`src/rtl/wave_pkg.sv`:
```
// Shared types and constants for the audio waveform blocks (oscillators, period meter).
package wave_pkg;

  typedef logic signed [31:0] sample_t;

  localparam int FRAC_BITS = 20;
  localparam int ONE       = 1 << FRAC_BITS;

  typedef enum logic {
    IDLE    = 1'b0,
    MEASURE = 1'b1
  } meter_state_t;

endpackage

```
`src/rtl/hyst_crossing_detector.sv`:
```
// Rising-crossing detector with hysteresis: a sample below -HYST arms it, the next
// sample at or above +HYST fires trig for that cycle and disarms.
module hyst_crossing_detector
  import wave_pkg::*;
#(
  parameter int WIDTH = 32,
  parameter int HYST  = 1 << 16
) (
  input  logic                    clk,
  input  logic                    reset,
  input  logic                    clear,
  input  logic                    sample_valid,
  input  logic signed [WIDTH-1:0] sample,
  output logic                    trig
);

  localparam logic signed [WIDTH-1:0] HYST_POS = WIDTH'(HYST);
  localparam logic signed [WIDTH-1:0] HYST_NEG = -HYST_POS;

  logic armed;
  logic below;
  logic above;

  always_comb begin
    below = sample < HYST_NEG;
    above = sample >= HYST_POS;
    trig  = sample_valid && armed && above;
  end

  // clear (timeout) dominates a simultaneous arming sample
  always_ff @(posedge clk) begin
    if (reset || clear) begin
      armed <= 1'b0;
    end else if (sample_valid) begin
      if (below) begin
        armed <= 1'b1;
      end else if (trig) begin
        armed <= 1'b0;
      end
    end
  end

endmodule

```
`src/rtl/wave_period_meter.sv`:
```
// Period meter: counts clocks between hysteretic rising crossings and reports the
// average over 2**AVG_LOG2 periods as wave_length = period - 1.
//
//   state   | meaning
//   IDLE    | waiting for the first crossing; no period reference yet
//   MEASURE | counting clocks since the last crossing, accumulating periods
module wave_period_meter
  import wave_pkg::*;
#(
  parameter int WIDTH      = 32,
  parameter int HYST       = 1 << 16,
  parameter int AVG_LOG2   = 2,
  parameter int MAX_PERIOD = 1 << 24
) (
  input  logic                    clk,
  input  logic                    reset,
  input  logic                    sample_valid,
  input  logic signed [WIDTH-1:0] sample,
  output logic [WIDTH-1:0]        wave_length,
  output logic                    period_valid,
  output logic                    locked,
  output logic                    timeout
);

  localparam int CNT_W = $clog2(MAX_PERIOD);
  localparam int ACC_W = WIDTH + AVG_LOG2;
  localparam int N_W   = AVG_LOG2 + 1;
  localparam logic [CNT_W-1:0] CNT_LAST = CNT_W'(MAX_PERIOD - 1);
  localparam logic [N_W-1:0]   N_LAST   = N_W'((1 << AVG_LOG2) - 1);

  meter_state_t     state, state_d;
  logic [CNT_W-1:0] count, count_d;
  logic [ACC_W-1:0] acc, acc_d, acc_sum;
  logic [N_W-1:0]   n, n_d;
  logic [WIDTH-1:0] wave_length_d;
  logic             period_valid_d, locked_d, timeout_d;
  logic             trig, det_clear;

  hyst_crossing_detector #(
    .WIDTH (WIDTH),
    .HYST  (HYST)
  ) u_detector (
    .clk          (clk),
    .reset        (reset),
    .clear        (det_clear),
    .sample_valid (sample_valid),
    .sample       (sample),
    .trig         (trig)
  );

  always_comb begin
    // acc plus the period ending this cycle (count+1 clocks)
    acc_sum        = acc + ACC_W'(count) + ACC_W'(1);
    state_d        = state;
    count_d        = count;
    acc_d          = acc;
    n_d            = n;
    wave_length_d  = wave_length;
    period_valid_d = 1'b0;
    locked_d       = locked;
    timeout_d      = 1'b0;
    det_clear      = 1'b0;
    case (state)
      IDLE: begin
        if (trig) begin
          state_d = MEASURE;
          count_d = '0;
          acc_d   = '0;
          n_d     = '0;
        end
      end
      MEASURE: begin
        if (trig) begin
          count_d = '0;
          if (n == N_LAST) begin
            wave_length_d  = WIDTH'((acc_sum >> AVG_LOG2) - ACC_W'(1));
            period_valid_d = 1'b1;
            locked_d       = 1'b1;
            acc_d          = '0;
            n_d            = '0;
          end else begin
            acc_d = acc_sum;
            n_d   = n + N_W'(1);
          end
        end else if (count == CNT_LAST) begin
          timeout_d = 1'b1;
          locked_d  = 1'b0;
          det_clear = 1'b1;
          state_d   = IDLE;
        end else begin
          count_d = count + CNT_W'(1);
        end
      end
      default: state_d = IDLE;
    endcase
  end

  always_ff @(posedge clk) begin
    if (reset) begin
      state        <= IDLE;
      count        <= '0;
      acc          <= '0;
      n            <= '0;
      wave_length  <= '0;
      period_valid <= 1'b0;
      locked       <= 1'b0;
      timeout      <= 1'b0;
    end else begin
      state        <= state_d;
      count        <= count_d;
      acc          <= acc_d;
      n            <= n_d;
      wave_length  <= wave_length_d;
      period_valid <= period_valid_d;
      locked       <= locked_d;
      timeout      <= timeout_d;
    end
  end

endmodule

```
`config.mk`:
```
export PLATFORM = sky130hd
export DESIGN_NAME = wave_period_meter
export DESIGN_NICKNAME = d
export VERILOG_FILES = /design/src/rtl/wave_pkg.sv /design/src/rtl/hyst_crossing_detector.sv /design/src/rtl/wave_period_meter.sv
export SDC_FILE = /design/constraint.sdc
export NUM_CORES = 1
export LEC_CHECK = 0
export CORE_UTILIZATION = 35
export DETAILED_ROUTE_END_ITERATION = 7
export PLACE_DENSITY = 0.51
export SETUP_SLACK_MARGIN = 0.02
export SLEW_MARGIN = 20
export SYNTH_ARGS = -nofsm -noshare
export SYNTH_HDL_FRONTEND = slang
export SYNTH_SLANG_ARGS = --single-unit
```
`constraint.sdc`:
```
create_clock -name clk -period 4.5 [get_ports clk]
set_input_delay 1.125 -clock clk [delete_from_list [all_inputs] [get_ports clk]]
set_output_delay 1.125 -clock clk [all_outputs]
set_load 0.02 [all_outputs]
```
==> impl_metrics.env, run 1 <==
export IMPL_status="completed"
export IMPL_grt_pass1_vias=5304
export IMPL_cpMaxStageDelayCell="a221o_1"
export IMPL_critPathTopFamily="simple AND/OR/NAND/NOR gates"
export IMPL_holdCritPathClass="register to register"
export IMPL_routed_via_density=5.572
export IMPL_power_density_nw_per_um2=234.7
export IMPL_r2r_slack_ns=0.27
export IMPL_worstHoldPathCells=2
export IMPL_drt_iter0_markers=351
export IMPL_path_cells="inv_1 -> ha_1 -> inv_1 -> fa_1 -> a21o_1 -> a221o_1 -> and4b_1 -> nor3_1 -> buf_4 -> nand4_2 -> nor4_4 -> nand4_2 -> nand2b_4 -> o311a_1 -> a211o_1"
export IMPL_grt_max_degree=46
export IMPL_cts_sinks=98
export IMPL_cts_buffers=9
export IMPL_crit_path_start_kind="register"
export IMPL_cts_root_buf="clkbuf_16"
export IMPL_r2r_end="wave_length[31]"
export IMPL_firstDrtPassIters=4
export IMPL_synth_edff_count=0
export IMPL_cts_setup_buffers=0
export IMPL_io_buffers=53
export IMPL_syn_area_per_cell_um2=7.999
export IMPL_hold_viol_final=0
export IMPL_skew_ns=0.009079
export IMPL_clockBufferDepth=2
export IMPL_start_util=0.3575
export IMPL_area_growth_pct=17.73
export IMPL_path_clk_slew_ns=0.08
export IMPL_die_height_um=134.9
export IMPL_dp_hpwl_mm=13.67
export IMPL_p_leak_nw=2.840
export IMPL_ys_types=70
export IMPL_fin_tns_setup_ns=0
export IMPL_postCtsResizedCells=0
export IMPL_worst_pin_slew_ns=0.8167
export IMPL_yosysSeqAreaShare=0.3173
export IMPL_num_vias=5834
export IMPL_grt_pass1_wl_mm=28.88
export IMPL_placed_cell_area_um2=6988
export IMPL_max_freq_ghz=0.2365
export IMPL_io_pins=70
export IMPL_insertion_delay_ns=0.36
export IMPL_rr_worst_depth=15
export IMPL_final_common_cell="dfxtp_1"
export IMPL_synth_yosys_warnings=0
export IMPL_min_to="n[1]"
export IMPL_hold_buffers=0
export IMPL_synth_ff_type="dfxtp_1"
export IMPL_fin_util=0.4209
export IMPL_ir_drop_uv=187.5
export IMPL_antenna_found_initial=0
export IMPL_slowest_delay_ns=0.45
export IMPL_top_usage_layer="met2"
export IMPL_finalWeightedCongestion=0.8262
export IMPL_use_met2=0.3204
export IMPL_critPathArrivalTime_ns=4.48
export IMPL_grtUsageMet1=0.2890
export IMPL_crit_required_ns=4.76
export IMPL_finalSetupViolCount=0
export IMPL_nets=880
export IMPL_avgRoutedWirePerCell_um=17.22
export IMPL_synth_nets=836
export IMPL_coreArea_um2=17300
export IMPL_dieArea_um2=18200
export IMPL_cap_violations=0
export IMPL_reg2reg_from="count[0]"
export IMPL_period_share=0.9395
export IMPL_synth_cells=773
export IMPL_antenna_left=0
export IMPL_rsz0062_at_grt="no"
export IMPL_fin_area_um2=7279
export IMPL_fp_dieW_um=134.9
export IMPL_final_cells=1047
export IMPL_endpoint_kind="register"
export IMPL_drc=0
export IMPL_async_flop_share=0
export IMPL_relSlewSlack=0.4535
export IMPL_drive_gt1_frac=0.06448
export IMPL_final_cell_mix="dfxtp_1, nor2_1, nand2_1"
export IMPL_antenna_cells_inserted=0
export IMPL_routed_wl_mm=18.03
export IMPL_path_buf_inv=3
export IMPL_finalCriticalPeriod_ns=4.228
export IMPL_grt_use_total=0.2042
export IMPL_crit_type="register to register"
export IMPL_synth_seq_cells=98
export IMPL_cts_htree_levels=3
export IMPL_syn_area_um2=6183
export IMPL_cp_max_fo=9
export IMPL_min_from="n[1]"
export IMPL_placementRows=48
export IMPL_met3_usage=0.02890
export IMPL_dp_cells=1031
export IMPL_drv_slew=0
export IMPL_cts_tree="yes"
export IMPL_overflow=0
[synthesized netlist by cell type (5+ instances only)]
library cell / instances / area [um^2]
nor2b_1: 5 / 31.28
a22o_1: 17 / 148.9
clkbuf_1: 38 / 142.6
a211oi_1: 22 / 165.2
and4_1: 5 / 43.79
and3_1: 14 / 87.58
or3_1: 12 / 75.07
nor3_1: 18 / 90.09
o211ai_1: 8 / 60.06
inv_1: 12 / 45.04
dfxtp_1: 98 / 1962
o31ai_1: 5 / 37.54
a21oi_1: 42 / 210.2
nand3_1: 24 / 120.1
or4_1: 7 / 52.55
ha_1: 27 / 337.8
a311oi_1: 8 / 70.07
nor2_1: 93 / 349.1
xor2_1: 26 / 227.7
nand3b_1: 11 / 82.58
and2_1: 14 / 87.58
nor4_1: 9 / 56.30
nand2b_1: 6 / 37.54
a31oi_1: 5 / 31.28
o21ai_0: 45 / 225.2
a21o_1: 15 / 112.6
nand2_1: 68 / 255.2
nand4_1: 19 / 118.9
nor3b_1: 5 / 37.54
xnor2_1: 30 / 262.8
[cell type report]
| class | count | area, um^2 |
|---|---|---|
| Sequential cell | 98 | 1962 |
| Clock inverter | 6 | 52.55 |
| Multi-Input combinational cell | 622 | 4015 |
| Fill cell | 1751 | 10020 |
| Clock buffer | 10 | 239.0 |
| Timing Repair Buffer | 73 | 680.7 |
| Tap cell | 225 | 281.5 |
| Inverter | 13 | 48.80 |
[through the flow]
| stage | setup WS, ns | total power [W] | hold WS [ns] |
|---|---|---|---|
| after global routing | 0.03679 | 0.001763 | 0.4903 |
| final | 0.2724 | 0.001708 | 0.4684 |
| after CTS | 0.2639 | 0.001729 | 0.4711 |
| after global placement | 0.3286 | 0.0009417 | 0.4438 |
| after floorplan | 0.8347 | 0.0009118 | 0.4291 |
| after detailed placement | 0.2823 | 0.0009426 | 0.4530 |
[routing by layer]
layer	vias to the layer above	part of all wire
li1	2947	-
met1	2746	0.50
met2	131	0.44
met3	10	0.043
met4	0	0.011
met5	-	0
[registers in the layout (all words and copies together), names as in the netlist]
name / cells
acc: 34
count: 24
locked: 1
n: 3
period_valid: 1
state: 1
timeout: 1
u_detector.armed: 1
wave_length: 32
[worst min-delay path, stage by stage (launching register included)]
cell and delay [ns]:
dfxtp_1 0.32, nand2_1 0.06, a21oi_1 0.05
[how the worst max path moves through the flow]
stage,start,to,cells past startpoint
floorplan,count[0],wave_length[31],15
global placement,count[0],wave_length[31],15
detailed placement,count[0],wave_length[31],15
CTS,count[0],wave_length[31],15
global route,count[0],wave_length[31],15
finish,count[0],wave_length[31],15
[cells by family after synthesis]
| logic type | Yosys count | synth area share |
|---|---|---|
| buffers and inverters | 53 | 0.03460 |
| adder cells (fa/ha/maj) | 28 | 0.05787 |
| XOR/XNOR | 57 | 0.08195 |
| AO/OA/AOI/OAI | 212 | 0.2361 |
| AND/OR/NAND/NOR | 321 | 0.2655 |
| multiplexers | 4 | 0.006678 |
| flip-flops | 98 | 0.3173 |
[power breakdown]
part | switching (W) | total [W] | internal, W
clock | 0.000386 | 0.000787 | 0.000401
sequential | 0.00000145 | 0.000869 | 0.000867
combinational | 0.0000296 | 0.0000528 | 0.0000231
(Power assumes the default switching activity.)
==> inputs of run 2 (changes only) <==
==> constraint.sdc (replaced) <==
create_clock -name clk -period 4.5 [get_ports clk]
set_input_delay 1.125 -clock clk [delete_from_list [all_inputs] [get_ports clk]]
set_output_delay 1.125 -clock clk [all_outputs]
set_load 0.005 [all_outputs]
==> results of run 2 <==
The final DEF is identical to that of run 1; final timing and power are the same.
==> inputs of run 3 (changes only) <==
==> constraint.sdc (replaced) <==
create_clock -name clk -period 4.9 [get_ports clk]
set_input_delay 1.225 -clock clk [delete_from_list [all_inputs] [get_ports clk]]
set_output_delay 1.225 -clock clk [all_outputs]
set_load 0.005 [all_outputs]
==> impl_metrics.env, run 3 (synthesis gave the netlist of run 1 again) <==
export IMPL_antenna_left=0
export IMPL_grt_pass1_vias=5341
export IMPL_n_fill_cell=1757
export IMPL_cts_buffers=9
export IMPL_finalCriticalPeriod_ns=4.388
export IMPL_worstHoldPathCells=2
export IMPL_num_vias=5860
export IMPL_drt_iter0_markers=376
export IMPL_antenna_found_initial=0
export IMPL_min_from="n[1]"
export IMPL_largest_register_ffs=34
export IMPL_avgRoutedWirePerCell_um=17.31
export IMPL_finalWeightedCongestion=0.8338
export IMPL_pre_cts_ws_ns=0.6237
export IMPL_hold_buffers=0
export IMPL_status="completed"
export IMPL_io_pins=70
export IMPL_cp_max_fo=9
export IMPL_rr_worst_depth=14
export IMPL_grt_pass1_wl_mm=28.62
export IMPL_crit_path_start_kind="register"
export IMPL_crit_type="register to register"
export IMPL_coreArea_um2=17300
export IMPL_drive_gt1_frac=0.05644
export IMPL_fp_dieW_um=134.9
export IMPL_grt_use_total=0.2027
export IMPL_path_clk_slew_ns=0.07
export IMPL_cts_setup_buffers=0
export IMPL_period_share=0.8955
export IMPL_worst_pin_slew_ns=0.9342
export IMPL_final_common_cell="dfxtp_1"
export IMPL_overflow=0
export IMPL_routed_wl_mm=18.00
export IMPL_clockBufferDepth=2
export IMPL_holdCritPathClass="register to register"
export IMPL_firstDrtPassIters=4
export IMPL_dieArea_um2=18200
export IMPL_finalSetupViolCount=0
export IMPL_skew_ns=0.007275
export IMPL_rsz0062_at_grt="no"
export IMPL_relSlewSlack=0.3673
export IMPL_postCtsResizedCells=0
export IMPL_die_height_um=134.9
export IMPL_cts_htree_levels=3
export IMPL_routed_via_density=5.635
export IMPL_placementRows=48
export IMPL_drc=0
export IMPL_cap_violations=0
export IMPL_io_buffers=53
export IMPL_hold_viol_final=0
export IMPL_fin_tns_setup_ns=0
export IMPL_r2r_slack_ns=0.51
export IMPL_reg2reg_from="count[0]"
export IMPL_nets=874
export IMPL_endpoint_kind="register"
export IMPL_cts_root_buf="clkbuf_16"
export IMPL_drv_slew=0
export IMPL_insertion_delay_ns=0.35
export IMPL_min_to="n[1]"
export IMPL_largest_register="acc"
export IMPL_cts_sinks=98
export IMPL_cts_tree="yes"
export IMPL_critPathArrivalTime_ns=4.63
export IMPL_dp_hpwl_mm=13.57
export IMPL_antenna_cells_inserted=0
export IMPL_crit_required_ns=5.14
export IMPL_ir_drop_uv=171.0
export IMPL_reg_top3="acc x34, wave_length x32, count x24"
export IMPL_max_freq_ghz=0.2279
export IMPL_grt_max_degree=46
export IMPL_fin_ws_ns=0.5119
export IMPL_final_cell_mix="dfxtp_1, nor2_1, nand2_1"
export IMPL_r2r_end="wave_length[31]"
export IMPL_area_growth_pct=17.54
export IMPL_p_leak_nw=2.826
export IMPL_power_density_nw_per_um2=226.4
export IMPL_start_util=0.3575
## run 3: how the worst max path moves through the flow
stage                     slack (ns)  cells past startpoint      from               to
after global routing            0.23                     14  count[0]  wave_length[31]
final                           0.51                     14  count[0]  wave_length[31]
after global placement          0.67                     14  count[0]  wave_length[31]
after detailed placement        0.62                     14  count[0]  wave_length[31]
after floorplan                 1.23                     15  count[0]  wave_length[31]
after CTS                       0.59                     14  count[0]  wave_length[31]
## run 3: where the power goes
part | leakage, nW | switching [W] | internal [W]
Clock | 0.160 | 0.000334 | 0.000464
Combinational | 1.88 | 0.0000272 | 0.0000214
Sequential | 0.789 | 0.00000136 | 0.000797
## run 3: area by class of cell
class | instances | area (um^2) | area share
timing repair buffer | 67 | 635.6 | 0.08745
clock buffer | 10 | 239.0 | 0.03288
tap | 225 | 281.5 | 0.03873
clock inverter | 5 | 86.33 | 0.01188
inverter | 13 | 48.80 | 0.006714
sequential | 98 | 1962 | 0.2699
multi-input combinational | 622 | 4015 | 0.5524
## run 3: worst max-delay path: stages (launching register included)
cell,delay [ns]
dfxtp_1,0.36
inv_1,0.07
ha_1,0.16
inv_1,0.05
fa_1,0.40
a21o_1,0.23
a221o_1,0.46
and2_1,0.26
o21ai_0,0.33
a2111oi_0,0.17
a311oi_1,0.62
nor2b_1,0.38
nand4_1,0.22
o311a_1,0.34
a211o_1,0.23
## run 3: metal layers
| metal | part of all wire | vias up | wire [um] | GRT usage |
|---|---|---|---|---|
| met5 | 0 | - | 0 | 0 |
| met3 | 0.044 | 15 | 788 | 0.03754 |
| met1 | 0.50 | 2782 | 8935 | 0.2792 |
| met4 | 0.012 | 0 | 210 | 0.05243 |
| li1 | - | 2920 | - | - |
| met2 | 0.45 | 143 | 8066 | 0.3236 |
## run 3: metrics by stage
step	util	instance area, um^2	hold slack, ns	power, W	std cells
floorplan	-	6183	0.4291	0.0008373	773
CTS	0.4202	7268	0.4715	0.001664	1040
global placement	0.4014	6943	0.4434	0.0008651	1025
global route	0.4202	7268	0.4923	0.001707	1040
detailed placement	0.4014	6943	0.4608	0.0008657	1025
finish	0.4202	7268	0.4728	0.001645	1040
